## src/rtl/io_pkg.sv

```systemverilog
// Shared defaults and types for the io_in_filter pad-input conditioning block.
package io_pkg;

  localparam int unsigned MAX_WIDTH       = 32;
  localparam int unsigned DEF_WIDTH       = 8;
  localparam int unsigned DEF_SYNC_STAGES = 2;
  localparam int unsigned DEF_FILT_W      = 4;

  localparam logic [MAX_WIDTH-1:0] DEF_RESET_VAL = '0;

  // Next-cycle edge events of one channel, consumed by the top to build any_change.
  typedef struct packed {
    logic rise;
    logic fall;
  } edge_evt_t;

endpackage

```

## src/rtl/io_in_filter_ch.sv

```systemverilog
// One pad channel: synchroniser chain, stable-cycle glitch filter, filtered level
// and registered rise/fall pulses.
module io_in_filter_ch
  import io_pkg::*;
#(
  parameter int unsigned SYNC_STAGES = DEF_SYNC_STAGES,
  parameter int unsigned FILT_W      = DEF_FILT_W,
  parameter logic        RESET_VAL   = 1'b0
) (
  input  logic              clk,
  input  logic              rst_n,
  input  logic              pad,
  input  logic [FILT_W-1:0] filt_len,
  input  logic              bypass,
  output logic              y,
  output logic              rise,
  output logic              fall,
  output edge_evt_t         evt_c
);

  (* async_reg = "true", dont_touch = "true" *) logic [SYNC_STAGES-1:0] sync_q;

  logic              s;
  logic [FILT_W-1:0] cnt_q;
  logic [FILT_W-1:0] cnt_d;
  logic              y_d;
  logic              rise_d;
  logic              fall_d;

  // Metastability chain; s is the first stage safe to use in logic.
  always_ff @(posedge clk or negedge rst_n) begin
    if (!rst_n) begin
      sync_q <= {SYNC_STAGES{RESET_VAL}};
    end else begin
      sync_q <= {sync_q[SYNC_STAGES-2:0], pad};
    end
  end

  assign s = sync_q[SYNC_STAGES-1];

  // Filter decision: commit once s has differed from y for more than filt_len cycles.
  always_comb begin
    cnt_d = cnt_q;
    y_d   = y;
    if (bypass) begin
      y_d   = s;
      cnt_d = '0;
    end else if (s == y) begin
      cnt_d = '0;
    end else if (cnt_q >= filt_len) begin
      y_d   = s;
      cnt_d = '0;
    end else if (cnt_q != '1) begin
      cnt_d = cnt_q + FILT_W'(1);
    end
    rise_d = y_d & ~y;
    fall_d = ~y_d & y;
  end

  assign evt_c = '{rise: rise_d, fall: fall_d};

  always_ff @(posedge clk or negedge rst_n) begin
    if (!rst_n) begin
      cnt_q <= '0;
      y     <= RESET_VAL;
      rise  <= 1'b0;
      fall  <= 1'b0;
    end else begin
      cnt_q <= cnt_d;
      y     <= y_d;
      rise  <= rise_d;
      fall  <= fall_d;
    end
  end

endmodule

```

## src/rtl/io_in_filter.sv

```systemverilog
// Multi-channel pad input conditioner: WIDTH independent filtered channels plus a
// registered summary flag that pulses alongside any channel edge.
module io_in_filter
  import io_pkg::*;
#(
  parameter int unsigned      WIDTH       = DEF_WIDTH,
  parameter int unsigned      SYNC_STAGES = DEF_SYNC_STAGES,
  parameter int unsigned      FILT_W      = DEF_FILT_W,
  parameter logic [WIDTH-1:0] RESET_VAL   = WIDTH'(DEF_RESET_VAL)
) (
  input  logic              clk,
  input  logic              rst_n,
  input  logic [WIDTH-1:0]  pad_in,
  input  logic [FILT_W-1:0] filt_len,
  input  logic [WIDTH-1:0]  bypass,
  output logic [WIDTH-1:0]  y,
  output logic [WIDTH-1:0]  rise,
  output logic [WIDTH-1:0]  fall,
  output logic              any_change
);

  edge_evt_t [WIDTH-1:0] evt_c;
  logic      [WIDTH-1:0] edge_c;

  for (genvar i = 0; i < WIDTH; i++) begin : g_ch
    io_in_filter_ch #(
      .SYNC_STAGES (SYNC_STAGES),
      .FILT_W      (FILT_W),
      .RESET_VAL   (RESET_VAL[i])
    ) u_ch (
      .clk      (clk),
      .rst_n    (rst_n),
      .pad      (pad_in[i]),
      .filt_len (filt_len),
      .bypass   (bypass[i]),
      .y        (y[i]),
      .rise     (rise[i]),
      .fall     (fall[i]),
      .evt_c    (evt_c[i])
    );
    assign edge_c[i] = evt_c[i].rise | evt_c[i].fall;
  end

  // Built from next-cycle events so it lands in the same cycle as rise/fall.
  always_ff @(posedge clk or negedge rst_n) begin
    if (!rst_n) begin
      any_change <= 1'b0;
    end else begin
      any_change <= |edge_c;
    end
  end

endmodule
```

## config.mk

```make
export PLATFORM = sky130hd
export DESIGN_NAME = io_in_filter
export DESIGN_NICKNAME = d
export VERILOG_FILES = /design/src/rtl/io_pkg.sv /design/src/rtl/io_in_filter_ch.sv /design/src/rtl/io_in_filter.sv
export SDC_FILE = /design/constraint.sdc
export NUM_CORES = 1
export LEC_CHECK = 0
export BUFFER_PORTS_ARGS = -buffer_cell sky130_fd_sc_hd__buf_2
export CAP_MARGIN = 5
export CORE_UTILIZATION = 36
export CTS_CLUSTER_DIAMETER = 50
export DETAILED_ROUTE_END_ITERATION = 8
export MAX_ROUTING_LAYER = met4
export SYNTH_ARGS = -nofsm -noshare
export SYNTH_HDL_FRONTEND = slang
export SYNTH_SLANG_ARGS = --single-unit
```

## constraint.sdc

```tcl
create_clock -name clk -period 6.54 [get_ports clk]
set_input_delay 0.981 -clock clk [delete_from_list [all_inputs] [get_ports clk]]
set_output_delay 0.981 -clock clk [all_outputs]
set_load 0.005 [all_outputs]
```

== Yosys cells after proc, flatten, opt, wreduce, memory -nomap -nowiden ==
Index checks and enable logic that the tools add are counted.

* Bits in registers: 73
* Bits of input ports: 22
* Output and inout bits: 25
* Logic and storage cells: 178

* $add $sub $neg: 8
* Magnitude comparators: 8
* Equality and inequality tests: 16
* Mux-type cells: 56
* Bitwise operators: 40
* Reductions and logical operators: 9

{| class="wikitable"
|+ Operators with widths
! operator !! count
|-
| 2-to-1 mux 4 bit || 32
|-
| adder 4 x 1 -> 4 bit, second input constant || 8
|-
| greater-or-equal comparator 4 bit || 8
|-
| != test 4 bit, second input constant || 8
|-
| nonzero test 4 bit || 8
|-
| 2-to-1 mux 1 bit || 24
|-
| AND 1 bit || 16
|-
| NOT 1 bit || 16
|-
| == test 1 bit || 8
|-
| bitwise OR 1 bit || 8
|-
| OR reduction 8 bit || 1
|}

== Longest topological paths before layout ==
Gate-level depths: netlist of run 1.

* Depth after elaboration: 8
* Mapped depth: 9
* Gate-level depth less buffers: 9

== By module ==
Synthesis of run 1 repeated with hierarchy kept, for this count alone.

* Cells, all modules: 342
* Area total of the unflattened synthesis: 3950.0 um2

{| class="wikitable"
|+ Modules (own cells, without submodules)
! module !! times used !! cells an instance !! area each (um2) !! sequential area each (um2)
|-
| io_in_filter_ch || 8 || 42 || 486.7 || 225.2
|-
| io_in_filter || 1 || 6 || 56.3 || 25.0
|}

== Worst setup path after synthesis of run 1 ==
No wires, ideal clock.

* Kind: input-to-reg
* Start point: in filt_len[3]
* End point: reg any_change
* Setup time: 127 ps
* Arrival time: 2800 ps
* Required time: 6413 ps
* Setup slack: 3613 ps
* Stages: 8
* Buffers on the path: 0
* Cell sequence: inv_1 ha_1 a211oi_1 nand2_2 mux2_4 ha_1 nand4_1 or2_2

* Cells in the longest elaborated chain, start to end: 8
* Elaborated cells on any way between the ends: 65
* Those cells by class: order compare: 8; mux: 24; bitwise: 32; reduce/logical: 1

{| class="wikitable"
|+ RTL lines
! item !! RTL line !! source
|-
| start: declaration || io_in_filter.sv:14 || <nowiki>input logic [FILT_W-1:0] filt_len,</nowiki>
|-
| greater-or-equal comparator 4 bit * || io_in_filter_ch.sv:50 || <nowiki>end else if (cnt_q >= filt_len) begin</nowiki>
|-
| 2-to-1 mux 1 bit * || io_in_filter_ch.sv:50 ||
|-
| 2-to-1 mux 1 bit * || io_in_filter_ch.sv:48 || <nowiki>end else if (s == y) begin</nowiki>
|-
| 2-to-1 mux 1 bit * || io_in_filter_ch.sv:45 || <nowiki>if (bypass) begin</nowiki>
|-
| net g_ch[1].u_ch.y_d || io_in_filter_ch.sv:26 || <nowiki>logic y_d;</nowiki>
|-
| NOT 1 bit || io_in_filter_ch.sv:57 || <nowiki>fall_d = ~y_d & y;</nowiki>
|-
| AND 1 bit || io_in_filter_ch.sv:57 ||
|-
| bitwise OR 1 bit * || io_in_filter.sv:41 || <nowiki>assign edge_c[i] = evt_c[i].rise | evt_c[i].fall;</nowiki>
|-
| OR reduction 8 bit * || io_in_filter.sv:49 || <nowiki>any_change <= |edge_c;</nowiki>
|-
| end signal: assignment || io_in_filter.sv:49 ||
|-
| end: declaration || io_in_filter.sv:19 || <nowiki>output logic any_change</nowiki>
|}

Mark *: on every way through the listed nets, which the timed path passes. The rest lies on a longest branch.
A chain may end at the register's enable or synchronous reset.

== Final worst setup path of run 1 ==
Ends and elaborated chain as after synthesis.

==> flow_metrics.py, run 1 <==
metrics = {
    "sta": {
        "report.final.slew_viol_count": 0,
        "max_clock_freq_mhz": 334,
        "tns_ns": 0,
        "unrepaired_setup_endpoints_after_global_routing": "no",
        "layout_worst_path_cycle_share_pct": 45.8,
        "timing.final.ws_setup_ns": 3.55,
        "worst_slew_pin_slew_ns": 0.895,
        "skew_ns": 0.0108,
        "finalHoldViolations": 0,
        "final-setup-viol-count": 0,
        "holdWs_ns": 0.350,
        "slew_headroom_pct": 40.3,
        "period_needed_ns": 2.99,
    },
    "drt": {
        "detail_route.iter0.violations": 52,
        "avgViaCountPerCell": 4.81,
        "detail-route-antenna-nets": 0,
        "routed_via_count": 2518,
        "detail_route.wl_per_cell_um": 13.0,
        "drt_drc_violations_left": 0,
        "drt_first_pass_iters": 4,
        "final_routed_wirelength_across_all_metal_layers_mm": 6.82,
    },
    "yosys": {
        "post-synth-top-count-cell": "sky130_fd_sc_hd__dfrtp_1",
        "post-synth-top-area-fraction_pct": 46.7,
        "synth.largest_area_cell": "sky130_fd_sc_hd__dfrtp_1",
        "synth_mux_area_share_pct": 6.60,
        "synth-async-reset-ratio_pct": 100,
        "netlist-cell-type-count": 26,
        "synth_edf_count": 0,
        "synth_top_cells_by_area": "sky130_fd_sc_hd__dfrtp_1, sky130_fd_sc_hd__ha_1, sky130_fd_sc_hd__buf_4",
        "synth_cells": 349,
        "ys_warn_count": 0,
        "largest_family_of_logic_cells_by_synthesized_area": "adder cells",
        "postSynthAreaPerCell_um2": 11.2,
        "synth-simple-area-share_pct": 12.6,
        "synthTopCellsByCount": "sky130_fd_sc_hd__dfrtp_1, sky130_fd_sc_hd__ha_1, sky130_fd_sc_hd__nor2_1, sky130_fd_sc_hd__buf_4, sky130_fd_sc_hd__inv_1",
        "syn_nets": 427,
        "postSynthRegisterBits": 73,
        "synth_sequential_area_ratio_pct": 46.7,
        "synthAdderAreaFrac_pct": 17.9,
        "synth_compound_area_share_pct": 6.12,
        "syn_area_um2": 3910,
        "post_synth_xor_area_fraction_pct": 3.59,
        "dominantRegCellSynth": "sky130_fd_sc_hd__dfrtp_1",
    },
    "worst_hold_path": {
        "hold-path-endpoint": "g_ch[7].u_ch.sync_q[1]$_DFF_PN0_",
        "hold_path_depth": 0,
        "hold_class": "flop to flop",
        "holdCritStartpoint": "g_ch[7].u_ch.sync_q[0]$_DFF_PN0_",
    },
    "grt": {
        "globalRoute.totalOverflow": 0,
        "grt_max_degree": 74,
        "global_route_wire_length_before_repair_mm": 11.6,
        "antenna_found_initial": 0,
        "overall_routing_resource_usage_pct": 13.9,
        "first_global_vias": 2490,
    },
    "floorplan": {
        "die_x_um": 106,
        "initial_cell_density_of_the_core_pct": 37.5,
        "fp.dieH_um": 106,
        "ioPinCount": 47,
        "die_area_um2": 11300,
        "design.core.area_um2": 10400,
        "rows": 37,
    },
    "worst_setup_path": {
        "path_delay_family": "adder cells",
        "r2r_setup_slack_ns": 3.95,
        "cp_cell_sequence": "buf_2 > inv_1 > ha_1 > a211oi_1 > nand2_2 > mux2_4 > ha_1 > nand4_1 > or2_2",
        "cp_slowest_stage_delay_ns": 0.45,
        "path_class": "primary input to flop",
        "cp_data_arrival_time_ns": 3.24,
        "critical_path.endpoint_type": "flop",
        "start_kind": "primary input",
        "slowest_stage": "sky130_fd_sc_hd__a211oi_1",
        "crit_top_cell": "sky130_fd_sc_hd__ha_1",
        "critical_path_buf_inv_count": 2,
        "r2r-end": "any_change$_DFF_PN0_",
        "crit_path_max_fanout": 8,
        "crit_required_ns": 6.78,
        "ff2ff_path_depth": 9,
        "r2r-start": "g_ch[6].u_ch.cnt_q[0]$_DFFE_PN0P_",
    },
    "clocking": {
        "clock_sink_count": 73,
        "post_cts_resized": 0,
        "max-clock-path-buffers": 2,
        "clk_pin_slew_ns": 0.08,
        "cts-root-buf": "sky130_fd_sc_hd__clkbuf_8",
        "cts_hold_buf": 0,
        "cts_buffers": 9,
        "insertion_delay_of_the_later_clocked_pin_in_the_worst_skew_pair_ns": 0.35,
        "postCtsSetupRepairBufs": 0,
        "tritoncts": "built",
        "cts-htree-levels": 3,
    },
    "finish": {
        "flow.area_growth_from_synthesis_pct": 11.9,
        "post_route_cells_drive_above_1_share_pct": 18.9,
        "final_cells": 523,
        "nNetsFinal": 460,
        "antenna-diode-count": 0,
    },
    "placement": {
        "gp_routability_congestion": 0.720,
        "dpl.hpwl_mm": 4.87,
        "place.detailed.instances": 507,
        "io_buffer_count": 46,
        "dp_slack_ns": 3.16,
    },
    "power": {
        "pwr_density_cell_nw_per_um2": 249,
        "power.leakage_nw": 2.19,
        "worst_ir_drop_vdd_uv": 227,
    },
    "flow_run": {
        "timing.max_cap.violations": 0,
    },
    "run_status": {
        "outcome": "finished clean",
    },
}
worst max path at each step:
stage                      startpoint                   end  cells after the start
final                     filt_len[3]  any_change$_DFF_PN0_                      9
after global routing      filt_len[1]  any_change$_DFF_PN0_                      9
after CTS                 filt_len[3]  any_change$_DFF_PN0_                      9
after detailed placement  filt_len[3]  any_change$_DFF_PN0_                      9
after global placement    filt_len[3]  any_change$_DFF_PN0_                      9
after floorplan           filt_len[3]  any_change$_DFF_PN0_                      8
kinds of logic (layout without fill, tap and decap cells):
family	Yosys count	after routing
adders and majority gates	56	56
AOI/OAI and AO/OA	36	36
muxes	24	24
DFF	73	73
buffers and inverters	43	81
and+or+nand+nor	101	101
xor gates and xnor gates	16	16
cells in the final DEF (no fill, tap or decap), drive strengths merged:
master    Yosys  routed
mux2i        16      16
or3b          2       2
ha           56      56
inv          19      19
clkbuf        0      11
a211oi        8       8
nand2b        6       6
bufinv        0       3
xor2          8       8
o21ai        12      12
o2111ai       2       2
nor3         16      16
nand4         2       2
nor2         38      38
xnor2         8       8
clkinvlp      0       1
clkinv        0       1
nor3b         8       8
o211ai        6       6
buf          24      46
nand3        18      18
mux2          8       8
dfrtp        73      73
a31oi         8       8
nand2        10      10
or2           1       1
per-stage QoR:
step                      utilization, %  cell area (µm²)  power, mW
final                               42.0             4370       1.09
after global routing                42.0             4370       1.15
after CTS                           42.0             4370       1.11
after detailed placement            39.7             4130      0.673
after global placement              39.7             4130      0.669
after floorplan                        -             3910      0.631
layer usage:
metal,global-route usage (%),part of all wire (%),up-vias
met3,4.78,4.9,9
li1,-,-,1267
met5,-,0,-
met1,16.9,47,1191
met4,4.96,1.4,0
met2,21.5,47,51
flip-flops by register name (all words and copies together) (netlist names):
| name | flops |
|---|---|
| any_change | 1 |
| g_ch.u_ch.sync_q | 16 |
| g_ch.u_ch.rise | 8 |
| g_ch.u_ch.y | 8 |
| g_ch.u_ch.cnt_q | 32 |
| g_ch.u_ch.fall | 8 |
area by class of cell:
cell class	instances	area, µm²
fill	990	6040
multi-input combinational	233	1830
sequential	73	1830
timing repair buffer	46	233
tap	136	170
clock buffer	11	141
clock inverter	5	103
inverter	19	71.3
power breakdown:
group	internal [mW]	switching [mW]
combinational	0.0697	0.0770
clock	0.263	0.166
sequential	0.483	0.0305
Power figures use the tool's default switching activity.
==> run 2, diff against run 1 <==
--- a/config.mk
+++ b/config.mk
@@ -5,6 +5,7 @@
 export SDC_FILE = /design/constraint.sdc
 export NUM_CORES = 1
 export LEC_CHECK = 0
+export ABC_AREA = 1
 export BUFFER_PORTS_ARGS = -buffer_cell sky130_fd_sc_hd__buf_2
 export CAP_MARGIN = 5
 export CORE_UTILIZATION = 36
==> constraint.sdc (replaced) <==
create_clock -name clk -period 2.7 [get_ports clk]
set_input_delay 0.405 -clock clk [delete_from_list [all_inputs] [get_ports clk]]
set_output_delay 0.405 -clock clk [all_outputs]
set_load 0.005 [all_outputs]
==> flow_metrics.py, run 2 <==
metrics = {
    "run_status": {
        "outcome": "finished clean",
    },
    "power": {
        "pwr-share-clk_pct": 40.2,
        "switching_share_pct": 26.4,
        "worst_ir_drop_vdd_uv": 479,
        "power.leakage_nw": 2.62,
        "pwr_density_cell_nw_per_um2": 566,
        "p_int_mw": 1.99,
        "power.net_switching_mw": 0.712,
        "power.sequential.fraction_pct": 45.5,
        "combinationalPowerShare_pct": 14.3,
        "total_power_mw": 2.70,
    },
    "sta": {
        "finalHoldViolations": 0,
        "period_needed_ns": 2.20,
        "layout_worst_path_cycle_share_pct": 81.5,
        "skew_ns": 0.00843,
        "final-setup-viol-count": 0,
        "worst_slew_pin_slew_ns": 0.905,
        "report.final.slew_viol_count": 0,
        "unrepaired_setup_endpoints_after_global_routing": "no",
        "tns_ns": 0,
        "slew_headroom_pct": 39.6,
        "max_clock_freq_mhz": 455,
    },
    "placement": {
        "gp_routability_congestion": 0.784,
        "placed_cell_area_um2": 4510,
        "dpl.hpwl_mm": 6.06,
        "io_buffer_count": 46,
        "place.detailed.instances": 660,
    },
    "worst_setup_path": {
        "slowest_stage": "sky130_fd_sc_hd__ha_1",
        "crit_top_cell": "sky130_fd_sc_hd__nand2_1",
        "start_kind": "primary input",
        "cp_data_arrival_time_ns": 2.42,
        "critical_path.endpoint_type": "flop",
        "critical_path_buf_inv_count": 2,
        "path_delay_family": "simple AND/OR/NAND/NOR gates",
        "cp_slowest_stage_delay_ns": 0.32,
        "path_class": "primary input to flop",
        "crit_path_max_fanout": 8,
        "cp_cell_sequence": "buf_2 > inv_1 > ha_1 > nand2_1 > nor3b_2 > nand2_1 > nand2_1 > nand2_1 > ha_1 > nand4_1 > or2_2",
        "crit_required_ns": 2.92,
    },
    "yosys": {
        "post-synth-top-count-cell": "sky130_fd_sc_hd__nand2_1",
        "synth-async-reset-ratio_pct": 100,
        "synth_top_cells_by_area": "sky130_fd_sc_hd__dfrtp_1, sky130_fd_sc_hd__ha_1, sky130_fd_sc_hd__nand2_1",
        "synth_edf_count": 0,
        "synth_mux_area_share_pct": 0,
        "postSynthRegisterBits": 73,
        "syn_area_um2": 4260,
        "ys_warn_count": 0,
        "netlist-cell-type-count": 16,
        "synth_compound_area_share_pct": 4.82,
        "largest_family_of_logic_cells_by_synthesized_area": "simple AND/OR/NAND/NOR gates",
        "synth_sequential_area_ratio_pct": 42.9,
        "synth.largest_area_cell": "sky130_fd_sc_hd__dfrtp_1",
        "post-synth-top-area-fraction_pct": 42.9,
        "post_synth_xor_area_fraction_pct": 2.85,
        "synthAdderAreaFrac_pct": 16.5,
        "synth_cells": 492,
        "postSynthAreaPerCell_um2": 8.65,
        "synthTopCellsByCount": "sky130_fd_sc_hd__nand2_1, sky130_fd_sc_hd__inv_1, sky130_fd_sc_hd__dfrtp_1, sky130_fd_sc_hd__ha_1, sky130_fd_sc_hd__nor2_1",
        "syn_nets": 570,
        "synth-simple-area-share_pct": 21.5,
        "dominantRegCellSynth": "sky130_fd_sc_hd__dfrtp_1",
    },
    "finish": {
        "largest_register_ff_count": 32,
        "layout_top_registers": "g_ch.u_ch.cnt_q: 32 flops, g_ch.u_ch.sync_q: 16 flops",
        "antenna-diode-count": 0,
        "highest_count_cells_in_the_layout_ignoring_fill_and_taps": "sky130_fd_sc_hd__nand2_1, sky130_fd_sc_hd__inv_1, sky130_fd_sc_hd__dfrtp_1",
        "flow.area_growth_from_synthesis_pct": 12.2,
        "register_ranked_first_by_flip_flop_count": "g_ch.u_ch.cnt_q",
        "post_route_cells_drive_above_1_share_pct": 12.8,
        "layout.cell_area.non_filler_um2": 4770,
        "most_common_library_cell_in_the_layout_ignoring_fill_and_taps": "sky130_fd_sc_hd__nand2_1",
        "nNetsFinal": 606,
        "final_cells": 674,
    },
    "drt": {
        "drt_drc_violations_left": 0,
        "detail_route.wl_per_cell_um": 11.9,
        "detail_route.iter0.violations": 123,
        "avgViaCountPerCell": 4.60,
        "final_routed_wirelength_across_all_metal_layers_mm": 8.00,
        "drt_first_pass_iters": 4,
        "detail-route-antenna-nets": 0,
        "routed_via_count": 3103,
    },
    "clocking": {
        "clock_sink_count": 73,
        "cts_buffers": 9,
        "cts-root-buf": "sky130_fd_sc_hd__clkbuf_16",
        "post_cts_resized": 0,
        "max-clock-path-buffers": 2,
        "clk_pin_slew_ns": 0.06,
        "cts_hold_buf": 0,
        "cts-htree-levels": 3,
        "tritoncts": "built",
        "postCtsSetupRepairBufs": 0,
        "insertion_delay_of_the_later_clocked_pin_in_the_worst_skew_pair_ns": 0.34,
    },
    "floorplan": {
        "die_area_um2": 12300,
        "initial_cell_density_of_the_core_pct": 37.1,
        "ioPinCount": 47,
        "rows": 39,
        "die_x_um": 111,
        "design.core.area_um2": 11500,
        "fp.dieH_um": 111,
    },
    "flow_run": {
        "timing.max_cap.violations": 0,
    },
    "grt": {
        "global_route_wire_length_before_repair_mm": 14.0,
        "overall_routing_resource_usage_pct": 14.9,
        "antenna_found_initial": 0,
        "first_global_vias": 3055,
        "grt_max_degree": 74,
        "globalRoute.totalOverflow": 0,
    },
    "worst_hold_path": {
        "hold_class": "primary input to flop",
    },
}
## run 2: cell count changes after synthesis, moves of 8 or more
cell / previous run / this run
sky130_fd_sc_hd__a211oi_1: 8 / 0
sky130_fd_sc_hd__inv_1: 19 / 82
sky130_fd_sc_hd__a21oi_1: 0 / 12
sky130_fd_sc_hd__nor3b_1: 8 / 0
sky130_fd_sc_hd__nor3_1: 16 / 0
sky130_fd_sc_hd__a31oi_1: 8 / 0
sky130_fd_sc_hd__xnor2_1: 8 / 0
sky130_fd_sc_hd__nand3_1: 17 / 36
sky130_fd_sc_hd__mux2i_1: 16 / 0
sky130_fd_sc_hd__nand2_1: 9 / 114
sky130_fd_sc_hd__o21ai_0: 12 / 23
## run 2: stage by stage
step | hold WS [ns] | worst slack (ns) | utilization [%]
after floorplan | 0.109 | 0.603 | -
after global placement | 0.333 | 0.107 | 39.3
after detailed placement | 0.335 | 0.0759 | 39.3
after CTS | 0.157 | 0.438 | 41.6
after global routing | 0.158 | 0.239 | 41.6
final | 0.166 | 0.501 | 41.6
## run 2: final cells by class
cell class | count | area (µm²)
sequential | 73 | 1830
clock buffer | 14 | 264
tap | 143 | 179
fill | 1109 | 6690
inverter | 82 | 308
timing repair buffer | 49 | 255
multi-input combinational | 313 | 1940
## run 2: cell families (layout without fill, tap and decap cells)
logic type,Yosys count,in the layout
adders and majority gates,56,56
AOI/OAI and AO/OA,39,39
and+or+nand+nor,205,205
buffers and inverters,106,145
DFF,73,73
xor gates and xnor gates,13,13
## run 2: final timing paths
check / from / to / slack [ns] / depth (start not counted)
max reg2reg: g_ch[2].u_ch.cnt_q[3]$_DFFE_PN0P_ / any_change$_DFF_PN0_ / 0.56 / 9
min in group asynchronous: rst_n / g_ch[7].u_ch.sync_q[0]$_DFF_PN0_ / 0.20 / 1
min: pad_in[0] / g_ch[0].u_ch.sync_q[0]$_DFF_PN0_ / 0.17 / 1
max: filt_len[3] / any_change$_DFF_PN0_ / 0.50 / 11
min reg2reg: g_ch[4].u_ch.sync_q[0]$_DFF_PN0_ / g_ch[4].u_ch.sync_q[1]$_DFF_PN0_ / 0.35 / 0
max in group asynchronous: rst_n / g_ch[6].u_ch.rise$_DFF_PN0_ / 1.92 / 1
## run 2: metal layers
| metal | part of all wire (%) | wire [µm] | track usage (%) |
|---|---|---|---|
| met1 | 46 | 3640 | 17.1 |
| met2 | 49 | 3910 | 24.4 |
| met3 | 4.2 | 339 | 5.25 |
| met4 | 1.3 | 106 | 4.80 |
| met5 | 0 | 0 | - |
## run 2: power by group through the flow
stage,registers (mW),logic (mW),clock network [mW]
finish,1.23,0.387,1.09
global route,1.24,0.459,1.17
CTS,1.23,0.400,1.12
detailed placement,1.25,0.396,0
global placement,1.25,0.387,0
floorplan,1.23,0.291,0
==> run 3, diff against run 2 <==
--- a/config.mk
+++ b/config.mk
@@ -5,7 +5,7 @@
 export SDC_FILE = /design/constraint.sdc
 export NUM_CORES = 1
 export LEC_CHECK = 0
-export ABC_AREA = 1
+export ABC_AREA = 0
 export BUFFER_PORTS_ARGS = -buffer_cell sky130_fd_sc_hd__buf_2
 export CAP_MARGIN = 5
 export CORE_UTILIZATION = 36
==> constraint.sdc (replaced) <==
create_clock -name clk -period 2.1 [get_ports clk]
set_input_delay 0.315 -clock clk [delete_from_list [all_inputs] [get_ports clk]]
set_output_delay 0.315 -clock clk [all_outputs]
set_load 0.005 [all_outputs]
==> flow_metrics.py, run 3 (synthesis results as in run 1) <==
metrics = {
    "sta": {
        "layout_worst_path_cycle_share_pct": 111,
        "final-setup-viol-count": 1,
        "tns_ns": -0.222,
        "max_clock_freq_mhz": 431,
        "report.final.slew_viol_count": 0,
        "timing.final.ws_setup_ns": -0.222,
        "holdWs_ns": 0.0688,
        "skew_ns": 0.00924,
        "finalHoldViolations": 0,
        "unrepaired_setup_endpoints_after_global_routing": "yes",
        "slew_headroom_pct": 73.4,
        "worst_slew_pin_slew_ns": 0.397,
        "period_needed_ns": 2.32,
    },
    "grt": {
        "globalRoute.totalOverflow": 0,
        "first_global_vias": 2823,
        "overall_routing_resource_usage_pct": 15.6,
        "antenna_found_initial": 0,
        "grt_max_degree": 47,
        "global_route_wire_length_before_repair_mm": 13.1,
    },
    "worst_setup_path": {
        "cp_slowest_stage_delay_ns": 0.37,
        "path_class": "flop to flop",
        "cp_cell_sequence": "inv_1 > ha_1 > nand2b_4 > a211oi_4 > o21ai_2 > mux2_4 > ha_4 > nand4_1 > or2_4",
        "critical_path_buf_inv_count": 1,
        "crit_path_max_fanout": 2,
        "critical_path.endpoint_type": "flop",
        "path_delay_family": "adder cells",
        "crit_required_ns": 2.34,
        "slowest_stage": "sky130_fd_sc_hd__dfrtp_1",
        "start_kind": "flop",
        "cp_data_arrival_time_ns": 2.56,
    },
    "finish": {
        "fillCellCount": 963,
        "highest_count_cells_in_the_layout_ignoring_fill_and_taps": "sky130_fd_sc_hd__dfrtp_1, sky130_fd_sc_hd__buf_4, sky130_fd_sc_hd__ha_1",
        "flow.area_growth_from_synthesis_pct": 29.2,
        "final_cells": 582,
        "largest_register_ff_count": 32,
        "register_ranked_first_by_flip_flop_count": "g_ch.u_ch.cnt_q",
        "most_common_library_cell_in_the_layout_ignoring_fill_and_taps": "sky130_fd_sc_hd__dfrtp_1",
        "post_route_cells_drive_above_1_share_pct": 34.3,
        "utilization_pct": 48.5,
        "antenna-diode-count": 0,
        "nNetsFinal": 520,
        "layout_top_registers": "g_ch.u_ch.cnt_q: 32 flops, g_ch.u_ch.sync_q: 16 flops",
    },
    "clocking": {
        "clk_pin_slew_ns": 0.08,
        "insertion_delay_of_the_later_clocked_pin_in_the_worst_skew_pair_ns": 0.35,
        "tritoncts": "built",
        "cts_buffers": 9,
        "cts-htree-levels": 3,
        "max-clock-path-buffers": 2,
        "cts-root-buf": "sky130_fd_sc_hd__clkbuf_8",
        "clock_sink_count": 73,
    },
    "run_status": {
        "violations": "negative setup slack",
        "outcome": "complete, but fails checks",
    },
    "flow_run": {
        "timing.max_cap.violations": 0,
    },
    "drt": {
        "drt_first_pass_iters": 6,
        "routed_via_count": 2790,
        "detail_route.iter0.violations": 100,
        "detail-route-antenna-nets": 0,
        "avgViaCountPerCell": 4.79,
        "drt_drc_violations_left": 0,
        "detail_route.wl_per_cell_um": 13.1,
        "final_routed_wirelength_across_all_metal_layers_mm": 7.64,
    },
    "floorplan": {
        "initial_cell_density_of_the_core_pct": 37.5,
        "rows": 37,
        "ioPinCount": 47,
        "die_x_um": 106,
        "design.core.area_um2": 10400,
        "die_area_um2": 11300,
        "fp.dieH_um": 106,
    },
    "placement": {
        "place.detailed.instances": 558,
        "gp_routability_congestion": 0.780,
        "io_buffer_count": 46,
        "dpl.hpwl_mm": 5.61,
    },
    "power": {
        "worst_ir_drop_vdd_uv": 373,
        "power.leakage_nw": 2.57,
        "pwr_density_cell_nw_per_um2": 738,
    },
    "worst_hold_path": {
        "hold_class": "primary input to flop",
    },
}
==> run 3: power by group <==
| group | switching [mW] | total [mW] | internal, mW |
|---|---|---|---|
| sequential | 0.0688 | 1.57 | 1.50 |
| clock | 0.528 | 1.46 | 0.935 |
| combinational | 0.329 | 0.687 | 0.358 |
==> run 3: final cells by class <==
class / instances / area, µm² / area share [%]
multi-input cells: 233 / 2010 / 39.7
flip-flops and latches: 73 / 1830 / 36.2
repair buffers: 106 / 711 / 14.1
well taps: 136 / 170 / 3.37
clock buffers: 10 / 138 / 2.73
clock inverters: 5 / 128 / 2.53
inverters: 19 / 71.3 / 1.41
==> run 3: repair_timing <==
action                                 CTS  global route
endpoints found under the hold margin   27             0
resized for setup                       13            12
pin swaps                                8            14
buffers inserted                         6             4
setup endpoints to repair                1             2
gates cloned                             0             0
hold buffers                             1             0
==> run 3: routing by layer <==
metal	GRT usage, %	wire (µm)
met1	19.4	3610
met2	24.4	3690
met3	2.76	210
met4	7.54	123
met5	-	0
==> run 3: worst reg2reg max path, delay by kind of cell (launching register included) <==
kind,cells,cell delay (ns)
buf+inv,1,0.05
simple gates,3,0.52
fa+ha+maj,2,0.53
flops,1,0.37
compound gates,2,0.42
mux,1,0.33
==> run 3: final timing paths <==
path	start	to	slack [ns]	cells past startpoint
worst max-delay path	g_ch[4].u_ch.cnt_q[0]$_DFFE_PN0P_	any_change$_DFF_PN0_	-0.22	9
worst min-delay path	pad_in[1]	g_ch[1].u_ch.sync_q[0]$_DFF_PN0_	0.07	1
worst max register to register	g_ch[4].u_ch.cnt_q[0]$_DFFE_PN0P_	any_change$_DFF_PN0_	-0.22	9
worst min register to register	g_ch[6].u_ch.sync_q[0]$_DFF_PN0_	g_ch[6].u_ch.sync_q[1]$_DFF_PN0_	0.34	0
max in group asynchronous	rst_n	g_ch[5].u_ch.rise$_DFF_PN0_	1.10	3
min in group asynchronous	rst_n	g_ch[7].u_ch.sync_q[0]$_DFF_PN0_	0.43	2
==> run 3: metrics by stage <==
step                area (µm²)  total power, mW  worst slack (ns)
floorplan                 3930             1.97            -0.122
global placement          4560             2.18            -0.503
detailed placement        4560             2.20            -0.514
CTS                       4960             3.73            -0.185
global route              5050             3.94            -0.303
finish                    5050             3.72            -0.222
